### config.mk
export PLATFORM = sky130hd
export DESIGN_NAME = mdu_ctrl
export DESIGN_NICKNAME = d
export VERILOG_FILES = /design/src/rtl/mdu_ctrl.sv
export SDC_FILE = /design/constraint.sdc
export NUM_CORES = 1
export LEC_CHECK = 0
export ABC_AREA = 0
export CAP_MARGIN = 20
export CORE_MARGIN = 10
export CORE_UTILIZATION = 64
export DETAILED_ROUTE_END_ITERATION = 6
export PLACE_DENSITY = 0.95
export SETUP_SLACK_MARGIN = 0.02
export SLEW_MARGIN = 30
export SYNTH_ARGS = -nofsm -noshare
export SYNTH_HDL_FRONTEND = slang
export SYNTH_SLANG_ARGS = --single-unit
### constraint.sdc
create_clock -name clk -period 5.54 [get_ports clk]
set_input_delay 0.554 -clock clk [delete_from_list [all_inputs] [get_ports clk]]
set_output_delay 0.554 -clock clk [all_outputs]
set_load 0.01 [all_outputs]
### src/rtl/mdu_ctrl.sv
// mdu_ctrl: multi-cycle multiply/divide unit with a private HI/LO pair.
// Decodes R-type funct for mult/multu/div/divu/mfhi/mflo/mthi/mtlo and
// runs a one-bit-per-cycle shift-add multiplier or restoring divider.
//
// Ports:
//   clk, rstn      clock (rising edge), asynchronous active-low reset
//   rtype_valid    current instruction is R-type, qualifies Funct
//   Funct          instruction funct field
//   op_a, op_b     rs / rt operands
//   stall          combinational: MDU command presented while not idle
//   busy           iteration or fix-up in progress
//   rd_data        HI/LO read data for mfhi/mflo (holds last value otherwise)
//   rd_valid       combinational: mfhi/mflo served this cycle
//   hi, lo         current HI / LO registers
//   div0           (only with MDU_DIV0_FLAG_EN) sticky divide-by-zero flag
//
// Optional feature macro: MDU_DIV0_FLAG_EN
module mdu_ctrl #(
  parameter int unsigned WIDTH = 32,
  parameter int unsigned CNT_W = 6
) (
  input  logic             clk,
  input  logic             rstn,
  input  logic             rtype_valid,
  input  logic [5:0]       Funct,
  input  logic [WIDTH-1:0] op_a,
  input  logic [WIDTH-1:0] op_b,
  output logic             stall,
  output logic             busy,
  output logic [WIDTH-1:0] rd_data,
  output logic             rd_valid,
  output logic [WIDTH-1:0] hi,
  output logic [WIDTH-1:0] lo
`ifdef MDU_DIV0_FLAG_EN
  ,
  output logic             div0
`endif
);

  localparam int unsigned PW = 2 * WIDTH;

  localparam logic [5:0] F_MFHI  = 6'h10;
  localparam logic [5:0] F_MTHI  = 6'h11;
  localparam logic [5:0] F_MFLO  = 6'h12;
  localparam logic [5:0] F_MTLO  = 6'h13;
  localparam logic [5:0] F_MULT  = 6'h18;
  localparam logic [5:0] F_MULTU = 6'h19;
  localparam logic [5:0] F_DIV   = 6'h1A;
  localparam logic [5:0] F_DIVU  = 6'h1B;

  localparam logic [CNT_W-1:0] CNT_LAST = CNT_W'(WIDTH - 1);

  typedef enum logic [1:0] {
    S_IDLE = 2'd0,
    S_MUL  = 2'd1,
    S_DIV  = 2'd2,
    S_FIX  = 2'd3
  } state_t;

  state_t r_state;
  state_t w_state_nxt;

  logic             w_start_mul;
  logic             w_start_div;
  logic             w_iter;
  logic             w_commit;

  logic [PW-1:0]    r_prod;      // mul: {acc, multiplier}; div: {rem, quotient}
  logic [WIDTH-1:0] r_b;         // |multiplicand| or |divisor|
  logic [CNT_W-1:0] r_cnt;
  logic             r_is_div;
  logic             r_neg_res;
  logic             r_neg_a;
  logic             r_b_zero;
  logic [WIDTH-1:0] r_a_raw;
  logic [WIDTH-1:0] r_rd_last;

  // Command decode: 0x10-0x13 and 0x18-0x1B are the MDU codes.
  logic w_idle;
  logic w_is_mdu;
  logic w_signed;
  assign w_idle   = (r_state == S_IDLE);
  assign w_is_mdu = rtype_valid & ((Funct[5:2] == 4'b0100) | (Funct[5:2] == 4'b0110));
  assign w_signed = (Funct == F_MULT) | (Funct == F_DIV);

  assign stall = w_is_mdu & ~w_idle;
  assign busy  = ~w_idle;

  // HI/LO read port: live value when served, otherwise the last served value.
  logic [WIDTH-1:0] w_rd_sel;
  assign rd_valid = w_idle & rtype_valid & ((Funct == F_MFHI) | (Funct == F_MFLO));
  assign w_rd_sel = (Funct == F_MFHI) ? hi : lo;
  assign rd_data  = rd_valid ? w_rd_sel : r_rd_last;

  logic w_wr_hi;
  logic w_wr_lo;
  assign w_wr_hi = w_idle & rtype_valid & (Funct == F_MTHI);
  assign w_wr_lo = w_idle & rtype_valid & (Funct == F_MTLO);

  // Absolute operand values for signed ops.
  logic [WIDTH-1:0] w_abs_a;
  logic [WIDTH-1:0] w_abs_b;
  assign w_abs_a = (w_signed & op_a[WIDTH-1]) ? (WIDTH'(0) - op_a) : op_a;
  assign w_abs_b = (w_signed & op_b[WIDTH-1]) ? (WIDTH'(0) - op_b) : op_b;

  // Shift-add step: conditionally add multiplicand to the upper half, shift right.
  logic [WIDTH:0]   w_mul_sum;
  logic [PW-1:0]    w_mul_nxt;
  assign w_mul_sum = {1'b0, r_prod[PW-1:WIDTH]} + (r_prod[0] ? {1'b0, r_b} : (WIDTH+1)'(0));
  assign w_mul_nxt = {w_mul_sum, r_prod[WIDTH-1:1]};

  // Restoring step: shift in next dividend bit, keep the difference if non-negative.
  logic [WIDTH:0]   w_div_shift;
  logic [WIDTH:0]   w_div_trial;
  logic [PW-1:0]    w_div_nxt;
  assign w_div_shift = {r_prod[PW-1:WIDTH], r_prod[WIDTH-1]};
  assign w_div_trial = w_div_shift - {1'b0, r_b};
  assign w_div_nxt   = w_div_trial[WIDTH]
                     ? {w_div_shift[WIDTH-1:0], r_prod[WIDTH-2:0], 1'b0}
                     : {w_div_trial[WIDTH-1:0], r_prod[WIDTH-2:0], 1'b1};

  // Sign fix-up and result selection for the commit edge.
  logic [PW-1:0]    w_prod_fix;
  logic [WIDTH-1:0] w_quo;
  logic [WIDTH-1:0] w_rem;
  logic [WIDTH-1:0] w_hi_res;
  logic [WIDTH-1:0] w_lo_res;
  assign w_prod_fix = r_neg_res ? (PW'(0) - r_prod) : r_prod;
  assign w_quo = r_neg_res ? (WIDTH'(0) - r_prod[WIDTH-1:0]) : r_prod[WIDTH-1:0];
  assign w_rem = r_neg_a ? (WIDTH'(0) - r_prod[PW-1:WIDTH]) : r_prod[PW-1:WIDTH];

  always_comb begin
    w_hi_res = w_prod_fix[PW-1:WIDTH];
    w_lo_res = w_prod_fix[WIDTH-1:0];
    if (r_is_div) begin
      if (r_b_zero) begin
        // Divide by zero returns the raw dividend, even for signed div.
        w_hi_res = r_a_raw;
        w_lo_res = '1;
      end else begin
        w_hi_res = w_rem;
        w_lo_res = w_quo;
      end
    end
  end

  // State register.
  always_ff @(posedge clk or negedge rstn) begin
    if (!rstn) r_state <= S_IDLE;
    else       r_state <= w_state_nxt;
  end

  // Next-state and control strobes.
  always_comb begin
    w_state_nxt = r_state;
    w_start_mul = 1'b0;
    w_start_div = 1'b0;
    w_iter      = 1'b0;
    w_commit    = 1'b0;
    case (r_state)
      S_IDLE: begin
        if (rtype_valid) begin
          if ((Funct == F_MULT) || (Funct == F_MULTU)) begin
            w_start_mul = 1'b1;
            w_state_nxt = S_MUL;
          end else if ((Funct == F_DIV) || (Funct == F_DIVU)) begin
            w_start_div = 1'b1;
            w_state_nxt = S_DIV;
          end
        end
      end
      S_MUL, S_DIV: begin
        w_iter = 1'b1;
        if (r_cnt == CNT_LAST) w_state_nxt = S_FIX;
      end
      S_FIX: begin
        w_commit    = 1'b1;
        w_state_nxt = S_IDLE;
      end
      default: w_state_nxt = S_IDLE;
    endcase
  end

  // Iteration datapath: operand latch at issue, one step per MUL/DIV cycle.
  always_ff @(posedge clk or negedge rstn) begin
    if (!rstn) begin
      r_prod    <= '0;
      r_b       <= '0;
      r_cnt     <= '0;
      r_is_div  <= 1'b0;
      r_neg_res <= 1'b0;
      r_neg_a   <= 1'b0;
      r_b_zero  <= 1'b0;
      r_a_raw   <= '0;
    end else if (w_start_mul || w_start_div) begin
      r_prod    <= {WIDTH'(0), w_abs_a};
      r_b       <= w_abs_b;
      r_cnt     <= '0;
      r_is_div  <= w_start_div;
      r_neg_res <= w_signed & (op_a[WIDTH-1] ^ op_b[WIDTH-1]);
      r_neg_a   <= w_signed & op_a[WIDTH-1];
      r_b_zero  <= (op_b == '0);
      r_a_raw   <= op_a;
    end else if (w_iter) begin
      r_prod <= r_is_div ? w_div_nxt : w_mul_nxt;
      r_cnt  <= r_cnt + CNT_W'(1);
    end
  end

  // HI/LO registers: commit from FIX or direct move-to writes in IDLE.
  always_ff @(posedge clk or negedge rstn) begin
    if (!rstn) begin
      hi <= '0;
      lo <= '0;
    end else if (w_commit) begin
      hi <= w_hi_res;
      lo <= w_lo_res;
    end else begin
      if (w_wr_hi) hi <= op_a;
      if (w_wr_lo) lo <= op_a;
    end
  end

  // Last served read value.
  always_ff @(posedge clk or negedge rstn) begin
    if (!rstn)         r_rd_last <= '0;
    else if (rd_valid) r_rd_last <= w_rd_sel;
  end

`ifdef MDU_DIV0_FLAG_EN
  // Sticky divide-by-zero flag, updated only by divide commits.
  always_ff @(posedge clk or negedge rstn) begin
    if (!rstn)                    div0 <= 1'b0;
    else if (w_commit && r_is_div) div0 <= r_b_zero;
  end
`endif

endmodule
**Word-level counts from Yosys, hierarchy flattened**

Index checks and enable logic that the tools add are counted.

- Memories kept: 0
- Memory bits (writable): 0
- Output and inout port bits: 99
- Memory bits (read-only): 0
- Bits in registers: 236
- Latch bits: 0
- Logic and storage cells: 97

- $mul: 0
- Mux-type cells: 36
- Div/mod/pow operators: 0
- $lt $le $gt $ge: 0
- Bitwise operators: 14
- Add/sub/neg operators: 8
- Shift operators: 0
- Reductions and logical operators: 10
- Equal/unequal tests: 17

Operator list:

| kind | number |
|---|---|
| $mux 32 | 15 |
| $mux 64 | 5 |
| $sub 1x32->32 const A | 4 |
| $sub 1x64->64 const A | 1 |
| $eq 6x5->1 const B | 9 |
| $add 32x32->33 | 1 |
| $sub 33x32->33 | 1 |
| $logic_not 32->1 | 1 |
| $mux 6 | 2 |
| $and 1x1->1 | 9 |
| $mux 1 | 9 |
| $eq 4x3->1 const B | 2 |
| $mux 2 | 4 |
| $add 6x1->6 const B | 1 |
| $pmux 2 s3 | 1 |
| $reduce_bool 2->1 | 3 |
| $eq 2x2->1 const B | 2 |
| $ne 2x2->1 const B | 2 |
| $logic_or 1x1->1 | 3 |
| $ne 3x1->1 const B | 1 |
| $or 1x1->1 | 3 |
| $reduce_and 3->1 | 1 |
| $eq 2x1->1 const B | 1 |
| $logic_not 2->1 | 1 |
| 3 further kinds | 3 |

**Longest topological paths before layout**

Gate-level depths: netlist (run 1).

- Depth in word-level cells: 8
- Depth in mapped cells: 15
- Mapped depth without buffers: 14

**Worst setup path before layout (run 1)**

No wires, ideal clock.

- Path type: flip-flop to flip-flop
- Start: reg r_prod[0]
- End: reg r_prod[60]
- Period minus slack after synthesis: 3.424 ns
- Setup time: 0.126 ns
- Data arrival time: 3.298 ns
- Cell stages (with the launch flop): 15
- Slack: 2.116 ns
- Cells stage by stage: dfrtp_1 inv_1 clkbuf_1 nor2_1 ha_1 clkbuf_1 and3_1 and3_1 a32o_1 nor3b_1 o31ai_1 a211oi_1 o21ai_0 xor2_1 a221o_1

- Longest elaborated chain between the ends: 5

Ends and longest elaborated chain:

| what | RTL line | text |
|---|---|---|
| start, declared | 68 | `logic [PW-1:0] r_prod;` |
| start signal, assigned | 196 | `r_prod <= {WIDTH'(0), w_abs_a};` |
| start signal, assigned | 205 | `r_prod <= r_is_div ? w_div_nxt : w_mul_nxt;` |
| $mux 32 | 109 | `assign w_mul_sum = {1'b0, r_prod[PW-1:WIDTH]} + (r_prod[0] ? {1'b0, r_b} : (WIDTH+1)'(0));` |
| $add 32x32->33 | 109 |  |
| $mux 64 | 205 |  |
| $mux 64 | 204 | `end else if (w_iter) begin` |
| $mux 64 | 195 | `end else if (w_start_mul \|\| w_start_div) begin` |

Every way passes these cells. The select of a mux whose other input is x is not followed.
A chain may end at the register's enable or synchronous reset.

**Worst setup path in the final report (run 1)**

- Start: reg r_prod[0]
- End: reg r_prod[62]

Same word-level chain as after synthesis.

==> flow_summary.json, run 1 <==
{
  "syn_inst": 2270,
  "dieArea_sq_um": 35700,
  "grtUsageTotal": 0.328,
  "clockBufferDepth": 3,
  "synth_edf_count": 0,
  "synth_area_leaders": "dfrtp_1 32%, mux2i_1 6.8%, nand2_1 6.6%",
  "cts_buffers": 27,
  "relSlewSlack": 0.367,
  "crit_path_max_fanout": 17,
  "hpwlAfterDp_um": 41400,
  "root_buffer": "clkbuf_16",
  "place.gp.congestion": 1.01,
  "slowest_delay_ns": 0.60,
  "ff2ff_path_depth": 14,
  "cts_sinks": 236,
  "critPathCapture": "r_prod[62]$_DFFE_PN0P_",
  "htree_levels": 1,
  "setup_viol": 0,
  "yosys_register_bits": 236,
  "postRouteWirelength_um": 60800,
  "power.density_nw_per_um2": 560,
  "peakVddDrop_v": 0.000409,
  "cpMostUsedCell": "and3_1",
  "synth_compound_area_frac": 0.228,
  "fin_nets": 2477,
  "synth_xor_area_frac": 0.0902,
  "reg2reg_slack_ns": 1.07,
  "place_area_sq_um": 20000,
  "yosys.area_share.adder": 0.0516,
  "post_cts_buffers": 0,
  "vias": 18308,
  "grt-ovfl-total": 0,
  "required_ns": 5.96,
  "synth_top_family_by_area": "compound AO/OA/AOI/OAI gates",
  "cts.clk_slew.worst_paths_ns": 0.06,
  "r2r_start": "r_prod[0]$_DFFE_PN0P_",
  "ys_seq_area_frac": 0.324,
  "grt_max_degree": 120,
  "setup-tns-final_ns": 0,
  "diodes": 0,
  "drive_above_1_share": 0.0489,
  "core_sq_um": 27900,
  "crit_buf_inv": 2,
  "cts_tree": "done",
  "fin_area_sq_um": 20900,
  "synth-simple-area-share": 0.184,
  "die_h_um": 189,
  "crit_chain": "inv_1 -> buf_4 -> nor2_1 -> ha_1 -> and3_1 -> and3_1 -> a32o_1 -> nor3b_1 -> o31ai_1 -> a211oi_1 -> o21ai_0 -> and3_1 -> o21ai_0 -> a21oi_1",
  "synth.cell_area_sq_um": 18200,
  "ys.warnings.count": 0,
  "drtIter0Drc": 2168,
  "ys_dominant_reg_cell": "dfrtp_1",
  "cap_violations": 0,
  "crit_type": "flip-flop to flip-flop",
  "cp_num_cells": 14,
  "syn_nets": 2417,
  "status": "complete, no violations",
  "clk_latency_ns": 0.56,
  "ant_nets": 0,
  "drcViolationCount": 0,
  "r2r-end": "r_prod[62]$_DFFE_PN0P_",
  "holdCritPathClass": "flip-flop to flip-flop",
  "antenna_found_initial": 1,
  "crit_family": "compound AO/OA/AOI/OAI gates",
  "yosysTopAreaCell": "dfrtp_1",
  "hold_viol": 0,
  "period_minus_slack_ns": 4.47,
  "viasPerCell": 6.71,
  "slowest_stage": "nor3b_1",
  "port_buffers": 171,
  "synth.avg_cell_area_sq_um": 8.04,
  "skew_ns": 0.0150,
  "synthMuxAreaShare": 0.0717,
  "rows": 61,
  "worstPathArrival_ns": 4.89,
  "drtPass1Iterations": 6,
  "crit_path_end_kind": "flip-flop",
  "synth_cell_types": 78,
  "rsz0062_at_grt": "false",
  "grt_pass1_wl_um": 97000,
  "synthArstFlopShare": 1.00,
  "drv_slew": 0,
  "dieWidth_um": 189,
  "period_share": 0.808,
  "p_leak_nw": 9.14,
  "pin_count": 172,
  "area_growth_pct": 14.8,
  "synth_top_area_frac": 0.324,
  "worst_pin_slew_ns": 0.941,
  "post_drt_wl_per_cell_um": 22.3,
  "floorplan.initialDensity": 0.653,
  "grt_pass1_vias": 18151,
  "critPathLaunch": "r_prod[0]$_DFFE_PN0P_",
  "cp-start-kind": "flip-flop",
  "max_freq_mhz": 223
}
## what timing repair did
item / in CTS / in global routing
hold buffers: 1 / 0
gates resized for setup: 0 / 0
endpoints found under the hold margin: 48 / 0
## how the worst min path moves through the flow
stage	to	cells after the start	start	slack, ns
detailed placement	r_a_raw[18]$_DFFE_PN0N_	2	r_a_raw[18]$_DFFE_PN0N_	0.46
floorplan	hi[0]$_DFFE_PN0P_	0	rstn	0.26
finish	r_b[25]$_DFFE_PN0N_	2	r_b[25]$_DFFE_PN0N_	0.48
global placement	r_a_raw[24]$_DFFE_PN0N_	2	r_a_raw[24]$_DFFE_PN0N_	0.46
CTS	r_a_raw[31]$_DFFE_PN0N_	2	r_a_raw[31]$_DFFE_PN0N_	0.48
global route	r_a_raw[31]$_DFFE_PN0N_	2	r_a_raw[31]$_DFFE_PN0N_	0.50
## per-layer routing
metal,share of wire,wire (um),vias to the layer above,GRT usage
met5,0.00018,11,-,0
met4,0.046,2800,2,0.158
met3,0.098,5980,273,0.0556
met2,0.47,28800,1248,0.539
met1,0.38,23200,8616,0.410
li1,-,-,8169,-
## cell type report
| cell class | instances | area [sq um] |
|---|---|---|
| Clock buffer | 32 | 734 |
| Clock inverter | 17 | 158 |
| Fill cell | 1957 | 6990 |
| Inverter | 73 | 274 |
| Multi-Input combinational cell | 1800 | 11500 |
| Sequential cell | 236 | 5910 |
| Tap cell | 378 | 473 |
| Timing Repair Buffer | 192 | 1910 |
## flip-flops by register name, indices dropped and copies added, names as in the netlist
| signal | cells |
|---|---|
| r_is_div | 1 |
| r_b | 32 |
| r_neg_a | 1 |
| r_b_zero | 1 |
| hi | 32 |
| r_state | 2 |
| lo | 32 |
| r_neg_res | 1 |
| r_cnt | 6 |
| r_a_raw | 32 |
| r_rd_last | 32 |
| r_prod | 64 |
## kinds of logic (layout without fill, tap and decap cells)
logic type / after synthesis / in the layout
and+or+nand+nor: 731 / 731
AOI/OAI and AO/OA: 677 / 677
DFF: 236 / 236
buffers and inverters: 234 / 314
xor gates and xnor gates: 188 / 188
muxes: 130 / 130
adders and majority gates: 74 / 74
## through the flow
stage	hold WS, ns	setup slack (ns)	instances	power [mW]	util
after global placement	0.457	1.36	2677	9.34	0.716
after CTS	0.479	1.15	2728	11.5	0.750
final	0.479	1.07	2728	11.7	0.750
after detailed placement	0.465	1.19	2678	9.60	0.717
after global routing	0.499	0.857	2728	12.5	0.750
after floorplan	0.258	2.12	2270	7.50	-
## where the power goes
| part | internal [mW] | switching (mW) |
|---|---|---|
| Clock | 1.04 | 0.786 |
| Combinational | 2.75 | 3.90 |
| Sequential | 2.32 | 0.930 |
## synthesized netlist by cell type, drive strengths merged (4+ instances only)
master and number:
nand2 322, dfrtp 236, o21ai 229, a21oi 175, nor2 175, clkbuf 136, mux2i 124, xor2 97
xnor2 91, ha 72, inv 71, o211ai 57, a211oi 43, and2 39, a21o 37, nand3 31
nor3 27, buf 25, o31ai 23, nor4 19, nand2b 18, or4 18, a22oi 16, o41ai 15
and3 14, nand4 14, nor2b 14, or3 14, a31oi 10, o21bai 9, or2 9, o221ai 8
a211o 7, o21a 7, o22ai 7, mux2 6, a21boi 5, nand3b 5, nor3b 4
## worst reg2reg max path: cells and delay by family, from the launching register on
kind / cells / cell delay [ns]
AOI/OAI and AO/OA: 6 / 1.41
and+or+nand+nor: 5 / 1.31
buffers and inverters: 2 / 0.81
DFF: 1 / 0.43
adders and majority gates: 1 / 0.37
## placed cells by master (no fill, tap or decap), types with 14 or more instances in the layout
master           instances
nand4_1                 14
a21oi_1                174
nor4_1                  18
nor2_1                 173
o211ai_1                57
o41ai_1                 15
buf_4                   17
nor2b_1                 14
or4_1                   15
nor3_1                  27
dfrtp_1                235
clkbuf_16               27
inv_1                   71
clkdlybuf4s50_1        170
o31ai_1                 23
nand2_1                319
o21ai_0                221
a21o_1                  37
nand2b_1                18
xnor2_1                 91
ha_1                    70
xor2_1                  96
and2_1                  39
mux2i_1                124
a22oi_1                 16
nand3_1                 30
a211oi_1                43
No activity file was read; power rests on OpenSTA's default activity.
==> inputs of run 2 (changes only) <==
--- a/config.mk
+++ b/config.mk
@@ -8,9 +8,9 @@
 export ABC_AREA = 0
 export CAP_MARGIN = 20
 export CORE_MARGIN = 10
-export CORE_UTILIZATION = 64
+export CORE_UTILIZATION = 59
 export DETAILED_ROUTE_END_ITERATION = 6
-export PLACE_DENSITY = 0.95
+export PLACE_DENSITY = 0.9
 export SETUP_SLACK_MARGIN = 0.02
 export SLEW_MARGIN = 30
 export SYNTH_ARGS = -nofsm -noshare
==> constraint.sdc (replaced) <==
create_clock -name clk -period 4.2 [get_ports clk]
set_input_delay 0.42 -clock clk [delete_from_list [all_inputs] [get_ports clk]]
set_output_delay 0.42 -clock clk [all_outputs]
set_load 0.01 [all_outputs]
==> flow_summary.json, run 2 (synthesis gave the netlist of run 1 again) <==
{
  "status": "complete, no violations",
  "holdWs_ns": 0.345,
  "regMostFlops": "r_prod",
  "cts_buffers": 28,
  "relSlewSlack": 0.409,
  "crit_type": "flip-flop to flip-flop",
  "skew_ns": 0.0255,
  "grt_pass1_wl_um": 97900,
  "drv_slew": 0,
  "cts_sinks": 236,
  "crit_path_end_kind": "flip-flop",
  "cp-start-kind": "flip-flop",
  "layout_commonest_cell": "nand2_1",
  "power.density_nw_per_um2": 737,
  "ff2ff_path_depth": 14,
  "cts_tree": "done",
  "post_drt_wl_per_cell_um": 21.9,
  "setup_viol": 0,
  "rsz0062_at_grt": "false",
  "postRouteWirelength_um": 61100,
  "largest_reg_flops": 64,
  "cts_hold_buf": 1,
  "place.gp.congestion": 0.999,
  "r2r_start": "r_prod[31]$_DFFE_PN0P_",
  "period_share": 0.926,
  "grt-ovfl-total": 0,
  "layout_common_cells": "319 x nand2_1, 235 x dfrtp_1, 221 x o21ai_0",
  "cts.clk_slew.worst_paths_ns": 0.07,
  "cap_violations": 0,
  "pin_count": 172,
  "dieArea_sq_um": 38400,
  "fin_nets": 2517,
  "htree_levels": 1,
  "drive_above_1_share": 0.0632,
  "core_sq_um": 30600,
  "viasPerCell": 6.48,
  "crit_path_max_fanout": 17,
  "nFillCells": 2396,
  "period_minus_slack_ns": 3.89,
  "grt_pass1_vias": 17926,
  "drcViolationCount": 0,
  "post_cts_buffers": 0,
  "floorplan.initialDensity": 0.596,
  "critPathCapture": "r_prod[34]$_DFFE_PN0P_",
  "setup-tns-final_ns": 0,
  "dieWidth_um": 196,
  "area_growth_pct": 16.9,
  "peakVddDrop_v": 0.000463,
  "r2r-end": "r_prod[34]$_DFFE_PN0P_",
  "die_h_um": 196,
  "drtIter0Drc": 1775,
  "rows": 64,
  "worst_pin_slew_ns": 0.886,
  "diodes": 0,
  "grtUsageTotal": 0.308,
  "worstPathArrival_ns": 4.30,
  "register_area_sq_um": 5910,
  "clk_latency_ns": 0.58,
  "reg2reg_slack_ns": 0.31,
  "max_freq_mhz": 257,
  "clockBufferDepth": 3,
  "antenna_found_initial": 1,
  "required_ns": 4.61,
  "root_buffer": "clkbuf_16",
  "p_leak_nw": 9.35,
  "hpwlAfterDp_um": 43400,
  "stdcell_count": 2785,
  "drtPass1Iterations": 6,
  "ant_nets": 0,
  "vias": 18059,
  "ctsResizeCount": 0,
  "port_buffers": 171,
  "hold_viol": 0,
  "critPathLaunch": "r_prod[31]$_DFFE_PN0P_",
  "holdCritPathClass": "primary input to asynchronous set/reset pin",
  "multi_input_area_sq_um": 11500,
  "grt_max_degree": 117,
  "dp.cells": 2734
}
[run 2: worst min path at each step]
stage | depth (start not counted) | slack [ns] | to
after floorplan | 0 | 0.12 | hi[0]$_DFFE_PN0P_
after global placement | 2 | 0.45 | r_a_raw[24]$_DFFE_PN0N_
after detailed placement | 2 | 0.47 | r_a_raw[17]$_DFFE_PN0N_
after CTS | 2 | 0.48 | r_a_raw[29]$_DFFE_PN0N_
after global routing | 2 | 0.39 | r_rd_last[8]$_DFF_PN0_
final | 2 | 0.35 | r_rd_last[8]$_DFF_PN0_
[run 2: metal layers]
metal  track usage  wire length [um]
met2         0.516             29200
met1         0.390             24700
met5             0                 9
met4         0.126              2460
met3        0.0450              4740
[run 2: critical path: stages, from the launching register on]
cell and delay, ns:
dfrtp_1 0.39, inv_1 0.11, ha_1 0.24, fa_1 0.41, nand2b_1 0.20, a21o_1 0.21, nand2_1 0.10, a41oi_1 0.22
o2111a_1 0.31, nor2_1 0.26, xor2_4 0.50, buf_4 0.37, nor2_1 0.09, a31oi_1 0.19, o21ai_0 0.10
[run 2: layout make-up]
class                   instances  area share
well taps                     396      0.0232
multi-input cells            1800       0.538
clock inverters                12     0.00680
repair buffers                231       0.104
clock buffers                  37      0.0377
flip-flops and latches        236       0.277
inverters                      73      0.0128
[run 2: power by group]
| part | internal [mW] | switching [mW] |
|---|---|---|
| registers | 3.06 | 0.977 |
| clock network | 1.47 | 1.05 |
| logic | 3.82 | 5.35 |
| total | 8.35 | 7.38 |
[run 2: metrics by stage]
step	util	area, sq um	total power [mW]	worst slack [ns]
after floorplan	-	18200	9.89	0.776
after global placement	0.665	20300	12.7	0.540
after detailed placement	0.665	20300	12.9	0.407
after CTS	0.696	21300	15.5	0.363
after global routing	0.697	21300	16.8	0.116
final	0.697	21300	15.7	0.312
==> inputs of run 3 (changes only) <==
--- a/config.mk
+++ b/config.mk
@@ -7,7 +7,6 @@
 export LEC_CHECK = 0
 export ABC_AREA = 0
 export CAP_MARGIN = 20
-export CORE_MARGIN = 10
 export CORE_UTILIZATION = 59
 export DETAILED_ROUTE_END_ITERATION = 6
 export PLACE_DENSITY = 0.9
==> constraint.sdc (replaced) <==
create_clock -name clk -period 3.8 [get_ports clk]
set_input_delay 0.38 -clock clk [delete_from_list [all_inputs] [get_ports clk]]
set_output_delay 0.38 -clock clk [all_outputs]
set_load 0.01 [all_outputs]
==> flow_summary.json, run 3 (synthesis gave the netlist of run 1 again) <==
{
  "status": "complete, no violations",
  "area_growth_pct": 18.7,
  "cap_violations": 0,
  "r2r_start": "r_prod[32]$_DFFE_PN0P_",
  "p_leak_nw": 9.56,
  "grtUsageTotal": 0.375,
  "diodes": 0,
  "viasPerCell": 6.46,
  "power.density_nw_per_um2": 823,
  "pwr-share-seq": 0.248,
  "slowest_delay_ns": 0.53,
  "ff2ff_path_depth": 13,
  "die_h_um": 178,
  "floorplan.initialDensity": 0.598,
  "crit_path_end_kind": "flip-flop",
  "postRouteWirelength_um": 59100,
  "port_buffers": 171,
  "drcViolationCount": 0,
  "hpwlAfterDp_um": 42700,
  "rsz0062_at_grt": "false",
  "fin_nets": 2560,
  "grt-ovfl-total": 0,
  "hold_end": "r_b[8]$_DFFE_PN0N_",
  "crit_family": "simple AND/OR/NAND/NOR gates",
  "setup-tns-final_ns": 0,
  "crit_path_max_fanout": 19,
  "period_share": 0.966,
  "dieArea_sq_um": 31600,
  "holdWs_ns": 0.474,
  "worst_pin_slew_ns": 0.912,
  "layout_common_cells": "319 x nand2_1, 235 x dfrtp_1, 221 x o21ai_0",
  "cts_tree": "done",
  "crit_chain": "inv_1 -> fa_1 -> nand2b_1 -> a21o_1 -> nand2_1 -> a41oi_1 -> o2111a_1 -> nor2_2 -> xor2_4 -> buf_12 -> nor4bb_2 -> a2111oi_0 -> nor3_1",
  "pwr-share-clk": 0.151,
  "rows": 64,
  "layout_commonest_cell": "nand2_1",
  "root_buffer": "clkbuf_16",
  "place.gp.congestion": 0.959,
  "drtIter0Drc": 1838,
  "slowest_stage": "dfrtp_1",
  "largest_reg_flops": 64,
  "hold_viol": 0,
  "r2r-end": "r_prod[63]$_DFFE_PN0P_",
  "holdCritPathClass": "flip-flop to flip-flop",
  "p_total_mw": 17.8,
  "clockBufferDepth": 3,
  "cp-start-kind": "flip-flop",
  "peakVddDrop_v": 0.000514,
  "hold_depth": 2,
  "max_freq_mhz": 272,
  "grt_pass1_vias": 18267,
  "ant_nets": 0,
  "post_cts_buffers": 0,
  "clk_latency_ns": 0.58,
  "vias": 18290,
  "antenna_found_initial": 0,
  "netSwitchingFraction": 0.464,
  "grt_max_degree": 118,
  "pin_count": 172,
  "post-route-util": 0.710,
  "setup_slack_ns": 0.128,
  "drtPass1Iterations": 6,
  "dieWidth_um": 178,
  "cts_buffers": 28,
  "power.switching_mw": 8.26,
  "drive_above_1_share": 0.0793,
  "regMostFlops": "r_prod",
  "fin_area_sq_um": 21700,
  "p_comb_frac": 0.601,
  "crit_buf_inv": 2,
  "drv_slew": 0,
  "reg2reg_slack_ns": 0.13,
  "dp.cells": 2778,
  "required_ns": 4.27,
  "setup_viol": 0,
  "min-delay-start": "r_b[8]$_DFFE_PN0N_",
  "core_sq_um": 30500,
  "worstPathArrival_ns": 4.14,
  "stdcell_count": 2830,
  "place_area_sq_um": 20700,
  "pre_cts_ws_ns": 0.0691,
  "post_drt_wl_per_cell_um": 20.9,
  "htree_levels": 1,
  "relSlewSlack": 0.392,
  "cts_sinks": 236,
  "skew_ns": 0.0307,
  "period_minus_slack_ns": 3.67,
  "crit_type": "flip-flop to flip-flop",
  "p_int_mw": 9.55,
  "grt_pass1_wl_um": 94300,
  "cts.clk_slew.worst_paths_ns": 0.06
}
-- run 3: worst register-to-register path, cell delays in order, from the launching register on --
cell and delay [ns]:
dfrtp_1 0.53, inv_1 0.16, fa_1 0.46, nand2b_1 0.20, a21o_1 0.23, nand2_1 0.12, a41oi_1 0.23, o2111a_1 0.32
nor2_2 0.21, xor2_4 0.18, buf_12 0.19, nor4bb_2 0.42, a2111oi_0 0.13, nor3_1 0.22
-- run 3: worst max path at each step --
| stage | start | to | slack, ns | depth (start not counted) |
|---|---|---|---|---|
| after CTS | r_prod[31]$_DFFE_PN0P_ | r_prod[63]$_DFFE_PN0P_ | 0.03 | 14 |
| after global routing | r_prod[32]$_DFFE_PN0P_ | r_prod[61]$_DFFE_PN0P_ | 0.02 | 14 |
| final | r_prod[32]$_DFFE_PN0P_ | r_prod[63]$_DFFE_PN0P_ | 0.13 | 13 |
| after floorplan | r_prod[0]$_DFFE_PN0P_ | r_prod[60]$_DFFE_PN0P_ | 0.38 | 14 |
| after global placement | r_prod[31]$_DFFE_PN0P_ | r_prod[63]$_DFFE_PN0P_ | 0.19 | 14 |
| after detailed placement | r_prod[31]$_DFFE_PN0P_ | r_prod[63]$_DFFE_PN0P_ | 0.07 | 14 |
-- run 3: final cells by class --
cell class,count,area [sq um]
sequential,236,5910
fill,2275,8860
timing repair buffer,274,2560
inverter,73,274
clock inverter,7,87.6
clock buffer,44,841
tap,396,495
multi-input combinational,1800,11500
-- run 3: power groups by stage --
stage	sequential [mW]	clock, mW	combinational, mW
2_1_floorplan	4.15	0	6.78
3_3_place_gp	4.33	0	10.1
3_5_place_dp	4.38	0	10.4
4_1_cts	4.35	2.71	10.5
5_1_grt	4.48	2.81	11.7
6_report	4.41	2.70	10.7
-- run 3: layer usage --
layer	track usage	part of all wire	vias to the layer above
met5	0	0	-
met3	0.0566	0.085	204
met4	0.173	0.044	0
met2	0.627	0.47	1056
met1	0.477	0.40	8707
li1	-	-	8323
-- run 3: what timing repair did --
item,in CTS,in global routing
resized for setup,0,3
endpoints found under the hold margin,114,0
endpoints found under the setup margin,0,2
hold buffers,1,0
